`config.mk`:
```
export PLATFORM = sky130hd
export DESIGN_NAME = emu_sdram_rq_arbiter
export DESIGN_NICKNAME = d
export VERILOG_FILES = /design/src/rtl/emu_sdram_rq_arbiter.sv
export SDC_FILE = /design/constraint.sdc
export NUM_CORES = 1
export LEC_CHECK = 0
export ABC_CLOCK_PERIOD_IN_PS = 4980
export BUFFER_PORTS_ARGS = -buffer_cell sky130_fd_sc_hd__buf_2
export CAP_MARGIN = 15
export CORE_UTILIZATION = 40
export DETAILED_ROUTE_END_ITERATION = 6
export SYNTH_ARGS = -nofsm -noshare
export SYNTH_HDL_FRONTEND = slang
export SYNTH_SLANG_ARGS = --single-unit
```
`constraint.sdc`:
```
create_clock -name i_EMU_MCLK -period 4.98 [get_ports i_EMU_MCLK]
set_clock_uncertainty 0.05 [all_clocks]
set_input_delay 0.249 -clock i_EMU_MCLK [delete_from_list [all_inputs] [get_ports i_EMU_MCLK]]
set_output_delay 0.249 -clock i_EMU_MCLK [all_outputs]
set_load 0.005 [all_outputs]
```
`src/rtl/emu_sdram_rq_arbiter.sv`:
```
// N-channel ROM fetch front-end: per-channel hit register plus an arbiter that
// funnels misses into one shared SDRAM read port, one transaction at a time.
module emu_sdram_rq_arbiter #(
    parameter int NCH       = 4,
    parameter int AW        = 17,
    parameter int DW        = 8,
    parameter int PRIO_MODE = 0,
    parameter int HOLD_EN   = 1,
    localparam int CW       = (NCH > 1) ? $clog2(NCH) : 1
) (
    input  logic                i_EMU_MCLK,
    input  logic                i_EMU_INITRST_n,
    input  logic                i_FLUSH,
    input  logic [NCH-1:0]      i_CH_RQ_n,
    input  logic [NCH*AW-1:0]   i_CH_ADDR,
    output logic [NCH*DW-1:0]   o_CH_DATA,
    output logic [NCH-1:0]      o_CH_RDY,
    output logic                o_SDR_RQ,
    output logic [AW+CW-1:0]    o_SDR_ADDR,
    input  logic                i_SDR_ACK,
    input  logic                i_SDR_DVALID,
    input  logic [DW-1:0]       i_SDR_DATA
);
    typedef enum logic [1:0] {S_IDLE, S_ISSUE, S_WAIT} state_t;

    state_t         state_q, state_d;
    logic [CW-1:0]  gnt_q, gnt_d;
    logic [CW-1:0]  ptr_q, ptr_d;
    logic [NCH-1:0] pend_q, pend_d;
    logic [NCH-1:0] valid_q, valid_d;
    logic [NCH-1:0] rdy_q, rdy_d;
    logic           flush_pend_q, flush_pend_d;
    logic [AW-1:0]  pend_addr_q [NCH];
    logic [AW-1:0]  pend_addr_d [NCH];
    logic [AW-1:0]  held_addr_q [NCH];
    logic [AW-1:0]  held_addr_d [NCH];
    logic [DW-1:0]  data_q [NCH];
    logic [DW-1:0]  data_d [NCH];

    logic [AW-1:0]  ch_addr [NCH];
    logic [NCH-1:0] done;
    logic [NCH-1:0] accept;
    logic [NCH-1:0] hit;
    logic           grant_any;
    logic [CW-1:0]  grant_idx;

    // A completing channel may accept a new strobe in the same cycle; its
    // lookup still sees the pre-update held address.
    for (genvar gi = 0; gi < NCH; gi++) begin : g_ch
        assign ch_addr[gi]                = i_CH_ADDR[gi*AW +: AW];
        assign o_CH_DATA[gi*DW +: DW]     = data_q[gi];
        assign done[gi]   = (state_q == S_WAIT) && i_SDR_DVALID && (gnt_q == CW'(gi));
        assign accept[gi] = !i_CH_RQ_n[gi] && (!pend_q[gi] || done[gi]);
        assign hit[gi]    = (HOLD_EN != 0) && valid_q[gi] && !i_FLUSH
                            && (ch_addr[gi] == held_addr_q[gi]);
    end

    assign o_CH_RDY = rdy_q;

    always_comb begin
        int idx;
        grant_any = 1'b0;
        grant_idx = '0;
        idx       = 0;
        // Walk from the farthest candidate back to the nearest so the last hit wins.
        for (int k = NCH - 1; k >= 0; k--) begin
            if (PRIO_MODE != 0) begin
                idx = k;
            end else begin
                idx = int'(ptr_q) + k;
                if (idx >= NCH) idx = idx - NCH;
            end
            if (pend_q[idx]) begin
                grant_any = 1'b1;
                grant_idx = CW'(idx);
            end
        end
    end

    always_comb begin
        state_d      = state_q;
        gnt_d        = gnt_q;
        ptr_d        = ptr_q;
        pend_d       = pend_q;
        valid_d      = valid_q;
        rdy_d        = '0;
        flush_pend_d = flush_pend_q;
        pend_addr_d  = pend_addr_q;
        held_addr_d  = held_addr_q;
        data_d       = data_q;
        o_SDR_RQ     = 1'b0;
        o_SDR_ADDR   = '0;

        case (state_q)
            S_IDLE: begin
                flush_pend_d = 1'b0;
                if (grant_any) begin
                    gnt_d   = grant_idx;
                    ptr_d   = (grant_idx == CW'(NCH - 1)) ? '0 : grant_idx + CW'(1);
                    state_d = S_ISSUE;
                end
            end
            S_ISSUE: begin
                o_SDR_RQ   = 1'b1;
                o_SDR_ADDR = {gnt_q, pend_addr_q[gnt_q]};
                if (i_FLUSH) flush_pend_d = 1'b1;
                if (i_SDR_ACK) state_d = S_WAIT;
            end
            S_WAIT: begin
                if (i_FLUSH) flush_pend_d = 1'b1;
                if (i_SDR_DVALID) begin
                    data_d[gnt_q]      = i_SDR_DATA;
                    held_addr_d[gnt_q] = pend_addr_q[gnt_q];
                    rdy_d[gnt_q]       = 1'b1;
                    pend_d[gnt_q]      = 1'b0;
                    // A flush seen while in flight keeps this entry invalid.
                    if (!flush_pend_q) valid_d[gnt_q] = 1'b1;
                    state_d = S_IDLE;
                end
            end
            default: state_d = S_IDLE;
        endcase

        for (int c = 0; c < NCH; c++) begin
            if (accept[c]) begin
                pend_addr_d[c] = ch_addr[c];
                if (hit[c]) rdy_d[c]  = 1'b1;
                else        pend_d[c] = 1'b1;
            end
        end

        if (i_FLUSH) valid_d = '0;
    end

    always_ff @(posedge i_EMU_MCLK or negedge i_EMU_INITRST_n) begin
        if (!i_EMU_INITRST_n) begin
            state_q      <= S_IDLE;
            gnt_q        <= '0;
            ptr_q        <= '0;
            pend_q       <= '0;
            valid_q      <= '0;
            rdy_q        <= '0;
            flush_pend_q <= 1'b0;
            for (int c = 0; c < NCH; c++) begin
                pend_addr_q[c] <= '0;
                held_addr_q[c] <= '0;
                data_q[c]      <= '0;
            end
        end else begin
            state_q      <= state_d;
            gnt_q        <= gnt_d;
            ptr_q        <= ptr_d;
            pend_q       <= pend_d;
            valid_q      <= valid_d;
            rdy_q        <= rdy_d;
            flush_pend_q <= flush_pend_d;
            pend_addr_q  <= pend_addr_d;
            held_addr_q  <= held_addr_d;
            data_q       <= data_d;
        end
    end
endmodule

```
# ---- Word-level counts from Yosys, hierarchy flattened
# Cells that the tools add are included.
# W data, S select, Z words.
dict set report word_totals {
  register_bits 187
  out_inout_bits 56
  elab_cells 169
  input_bits 85
}
dict set report classes {
  mux 68
  eq_ne 15
  n_addsub 8
  bitwise_logic 4
  reduce_logical 43
  order_cmp 12
}
# operator count
set op_table {}
lappend op_table {{$lt A32 B4 Y1 const B} 4}
lappend op_table {{$mux W32} 4}
lappend op_table {{$bwmux W68} 1}
lappend op_table {{$eq A17 B17 Y1} 4}
lappend op_table {{$mux W17} 3}
lappend op_table {{$bmux W17 S2} 1}
lappend op_table {{$demux W17 S2} 1}
lappend op_table {{$bwmux W32} 1}
lappend op_table {{$mux W4} 8}
lappend op_table {{$mux W1} 31}
lappend op_table {{$logic_and A1 B1 Y1} 19}
lappend op_table {{$mux W19} 1}
lappend op_table {{$demux W8 S2} 1}
lappend op_table {{$mux W2} 8}
lappend op_table {{$ge A3 B3 Y1 const B} 4}
lappend op_table {{$sub A3 B3 Y4 const B} 3}
lappend op_table {{$logic_not A1 Y1} 9}
lappend op_table {{$bmux W1 S2} 4}
lappend op_table {{$eq A2 B2 Y1 const B} 4}
lappend op_table {{$mux W8} 1}
lappend op_table {{$ne A2 B2 Y1 const B} 4}
lappend op_table {{$add A2 B2 Y3 const B} 2}
lappend op_table {{$pmux W2 S3} 1}
lappend op_table {{$reduce_and A2 Y1} 3}
lappend op_table {{20 further kinds} 28}

# ---- Logic depth before layout (Yosys ltp)
dict set report depth {
  word_depth 12
  depth_mapped 8
  mapped_depth_nobuf 7
}

# ---- Worst setup path after synthesis
# No wires, ideal clock.
dict set report synth_path {
  path_kind {register to register}
  startpoint {register state_q[0]}
  endpoint {register pend_addr_q[58] (netlist bit)}
  slack_ns 2.867
  setup_time_ns 0.125
  n_path_buf 2
  synth_period_minus_slack_ns 2.113
  t_arrival_ns 1.938
  path_stages_with_launch 9
  required_ns 4.805
  path_cell_list {dfrtp_1 -> inv_1 -> ha_1 -> nand2_1 -> or3_1 -> buf_6 -> a21oi_4 -> buf_12 -> mux2_4}
}
dict set report synth_between {
  elab_chain_cells 5
}
# item line_no
set synth_lines {}
lappend synth_lines {{start, declared} 26} ;# state_t state_q, state_d;
lappend synth_lines {{start signal, assigned} 150} ;# state_q <= state_d;
lappend synth_lines {{$eq A2 B2 Y1} 52} ;# assign done[gi] = (state_q == S_WAIT) && i_SDR_DVALID && (gnt_q == CW'(gi));
lappend synth_lines {{$logic_and A1 B1 Y1 (2 in a row)} 52}
lappend synth_lines {{$logic_or A1 B1 Y1} 53} ;# assign accept[gi] = !i_CH_RQ_n[gi] && (!pend_q[gi] || done[gi]);
lappend synth_lines {{$logic_and A1 B1 Y1} 53}
lappend synth_lines {{end signal, assigned} 157} ;# pend_addr_q <= pend_addr_d;
lappend synth_lines {{end, declared} 33} ;# logic [AW-1:0] pend_addr_q [NCH];
# Every way passes these cells.
# A chain may end at the register's enable or synchronous reset.

# ---- Final worst setup path
dict set report layout_path {
  startpoint {register state_q[0]}
  endpoint {register pend_addr_q[51] (netlist bit)}
}
# The elaborated chain is that of the path after synthesis.

==> metrics.log <==
INFO  metric run_status = complete, no violations
INFO  metric fin_tns_setup = 0 ns
INFO  metric port_buffers = 140
INFO  metric crit_buf_inv = 2
INFO  metric holdPathStages = 3
INFO  metric worst_setup_path_end_kind = register
INFO  metric relSlewSlack = 39.2%
INFO  metric critical_path.startpoint_type = register
INFO  metric power.density_cell_area = 604 nW/um^2
INFO  metric worst_slack = 2.24 ns
INFO  metric setup_repair_after_global_routing_missed_its_margin = no
INFO  metric regToRegStartpoint = state_q[0]
INFO  metric crit_path_cell_trace = inv_1 > ha_1 > nand2_1 > or3_1 > buf_4 > a21oi_4 > mux2_2
INFO  metric cpPeakStageDelay = 0.72 ns
INFO  metric count_of_maximum_capacitance_violations = 0
INFO  metric synth.yosys.warnings = 0
INFO  metric vias_per_cell = 5.19
INFO  metric gp_routability_congestion = 0.780
INFO  metric worstMarginPinSlew = 0.912 ns
INFO  metric grt-ovfl-total = 0
INFO  metric rr_worst_depth = 7
INFO  metric cell_internal_pwr = 4110 uW
INFO  metric numCtsBuffers = 17
INFO  metric regToRegSetupSlack = 2.24 ns
INFO  metric layout-area-overhead-vs-synth = 19.9%
INFO  metric syn-instance-count = 637
INFO  metric crit_arrival = 3.01 ns
INFO  metric dieHeight = 147 um
INFO  metric hold_buffers = 6
INFO  metric first_pass_iters = 4
INFO  metric critical_path_class = reg2reg
INFO  metric std_cell_rows = 52
INFO  metric final-hold-violation-count = 0
INFO  metric netSwitchingPower = 2010 uW
INFO  metric die-area = 21700 um^2
INFO  metric cp_data_required_time = 5.25 ns
INFO  metric num-nets-final = 876
INFO  metric start_util = 41.2%
INFO  metric route.final.wire_length = 22.6 mm
INFO  metric drt_first_iter_violations = 245
INFO  metric worstSkewPairLatency = 0.43 ns
INFO  metric number_of_global_route_vias_before_repair = 5976
INFO  metric synth_area = 8450 um^2
INFO  metric m1WireLength = 9.82 mm
INFO  metric fin_total_pwr = 6120 uW
INFO  metric critical_path.top_delay_family = compound AO/OA/AOI/OAI gates
INFO  metric drive_gt1_share = 43.6%
INFO  metric critical_path.max_fanout = 28
INFO  metric met2WireLength = 11.2 mm
INFO  metric postSynthRegisterBits = 187
INFO  metric power.clock.fraction = 23.1%
INFO  metric postSynth.topFlopCell = sky130_fd_sc_hd__dfrtp_1
INFO  metric grt_pass1_wl = 35.2 mm
INFO  metric antenna_found_initial = 1
INFO  metric p_sw_share = 32.9%
INFO  metric synth.net_count = 725
INFO  metric max_clock_freq = 364 MHz
INFO  metric reg2reg_to = pend_addr_q[51]
INFO  metric clock_tree.htree_level_count = 4
INFO  metric comb_power_share = 35.0%
INFO  metric floorplan.io_pins = 141
INFO  metric seqPwrFrac = 41.9%
INFO  metric cpMaxStageDelayCell = sky130_fd_sc_hd__a21oi_4
INFO  metric cts_tree = done
INFO  metric max-clock-path-buffers = 2
INFO  metric groute.usage.overall = 22.1%
INFO  metric number_of_nets_with_antenna_violations_after_detailed_routing = 0
INFO  metric place.detailed.hpwl = 15.8 mm
INFO  metric finalCriticalPeriod = 2.74 ns
INFO  metric sequential_area_share_after_synthesis = 55.4%
INFO  metric vias = 5554
INFO  metric fillCellCount = 1887
INFO  metric period_share = 55.1%
INFO  metric wl_met3 = 1.03 mm
INFO  metric vdd.ir_drop.worst = 277 uV
INFO  metric p_leak = 0.00479 uW
INFO  metric finalCoreUtilization = 49.4%
INFO  metric post-route-drc-count = 0
INFO  metric grt_start_max_net_pins = 82
INFO  metric antennaDiodeCount = 0
INFO  metric fin_worst_hold_slack = 0.00682 ns
INFO  metric hold_path_end = o_CH_DATA[4]
INFO  metric worst_setup_hold_path_clk_slew = 0.07 ns
INFO  metric topRoutingLayerUsed = met5
INFO  metric cts-resized-gates = 0
INFO  metric clock_tree.root_cell = sky130_fd_sc_hd__clkbuf_16
INFO  metric detail_route.wl_per_cell = 21.1 um
INFO  metric postSynth.asyncResetShare = 100%
INFO  metric cts.sinks = 187
INFO  metric die_width = 147 um
INFO  metric final_slew_viol_count = 0
INFO  metric placement.setup.worst_slack = 2.24 ns
INFO  metric hold_path_startpoint = i_SDR_DATA[4]
INFO  metric post_cts_setup_buffer_count = 0
INFO  metric placeableCoreArea = 20500 um^2
INFO  metric post_synth_num_cell_types = 40
INFO  metric finalSetupViolations = 0
INFO  metric synth_enable_flop_cells = 0
INFO  metric syn_avg_cell_area = 13.3 um^2
INFO  metric timing.hold.worst.class = in2reg
-- how the worst max path moves through the flow --
stage / start / to / cells past startpoint
after floorplan: state_q[0] / pend_addr_q[58] / 8
after global placement: state_q[0] / pend_addr_q[56] / 7
after detailed placement: state_q[0] / pend_addr_q[52] / 7
after CTS: state_q[0] / pend_addr_q[52] / 7
after global routing: state_q[0] / pend_addr_q[67] / 7
final: state_q[0] / pend_addr_q[51] / 7
-- cells by family (layout without fill, tap and decap cells) --
kind of cell	count (synthesis)	after routing	synth area share, %
XOR/XNOR	68	68	7.05
AO/OA/AOI/OAI	27	27	2.30
multiplexers	162	162	24.2
buffers and inverters	35	199	1.98
flip-flops	187	187	55.4
adder cells (fa/ha/maj)	3	3	0.444
AND/OR/NAND/NOR	155	155	8.58
-- sequential cells by signal, summed over array words and instances, names as in the netlist --
signal / cells
ptr_q: 2
state_q: 2
held_addr_q: 68
flush_pend_q: 1
o_CH_DATA: 32
gnt_q: 2
pend_q: 4
o_CH_RDY: 4
pend_addr_q: 68
valid_q: 4
-- power by group through the flow --
stage | combinational [uW] | sequential (uW) | clock [uW]
2_1_floorplan | 1440 | 2480 | 0
3_3_place_gp | 2100 | 2540 | 0
3_5_place_dp | 2170 | 2580 | 0
4_1_cts | 2180 | 2560 | 1440
5_1_grt | 2340 | 2640 | 1500
6_report | 2140 | 2560 | 1410
-- worst reg2reg max path: stages, from the launching register on --
cell,delay [ns]
sky130_fd_sc_hd__dfrtp_1,0.41
sky130_fd_sc_hd__inv_1,0.09
sky130_fd_sc_hd__ha_1,0.23
sky130_fd_sc_hd__nand2_1,0.12
sky130_fd_sc_hd__or3_1,0.31
sky130_fd_sc_hd__buf_4,0.26
sky130_fd_sc_hd__a21oi_4,0.73
sky130_fd_sc_hd__mux2_2,0.42
-- cell usage after synthesis, types with 6 or more instances --
library cell               count  area share (%)
sky130_fd_sc_hd__xor2_1        7            0.73
sky130_fd_sc_hd__mux2_2      135              18
sky130_fd_sc_hd__clkbuf_1      8            0.36
sky130_fd_sc_hd__mux2_4        9             1.6
sky130_fd_sc_hd__buf_1         6            0.27
sky130_fd_sc_hd__buf_2        10            0.59
sky130_fd_sc_hd__and2_1       19             1.4
sky130_fd_sc_hd__nand2_1      88             3.9
sky130_fd_sc_hd__xnor2_1      61             6.3
sky130_fd_sc_hd__nor2_1       14            0.62
sky130_fd_sc_hd__a21oi_1       8            0.47
sky130_fd_sc_hd__mux4_2       17             4.5
sky130_fd_sc_hd__inv_1         9            0.40
sky130_fd_sc_hd__dfrtp_1     187              55
sky130_fd_sc_hd__nand4_1      15             1.1
-- cells in the final DEF (no fill, tap or decap), drive strengths merged, types with 4 or more instances in the layout --
master and n:
xor2 7, dlygate4sd3 6, a21oi 12, dfrtp 187, clkinvlp 4, and2 19
buf 151, mux2 144, nor2 14, nand2 88, nand4 15, clkbuf 20
xnor2 61, nor3 4, o21ai 4, mux4 17, inv 12
-- through the flow --
stage	area (um^2)	instances
CTS	10100	1071
global placement	9460	1033
finish	10100	1071
detailed placement	9460	1033
global route	10100	1071
floorplan	8450	637
-- routing by layer --
| metal | vias up | global-route usage [%] |
|---|---|---|
| met5 | - | 0 |
| met4 | 2 | 7.63 |
| li1 | 2505 | - |
| met1 | 2878 | 27.9 |
| met2 | 139 | 37.3 |
| met3 | 30 | 4.88 |
-- layout make-up --
type	count	area (um^2)	share of cell area [%]
Sequential cell	187	4680	46.2
Tap cell	270	338	3.34
Inverter	9	33.8	0.334
Timing Repair Buffer	158	860	8.49
Multi-Input combinational cell	415	3610	35.6
Clock inverter	13	165	1.63
Clock buffer	19	443	4.37
Note: power is estimated with default switching activity, not from simulation.
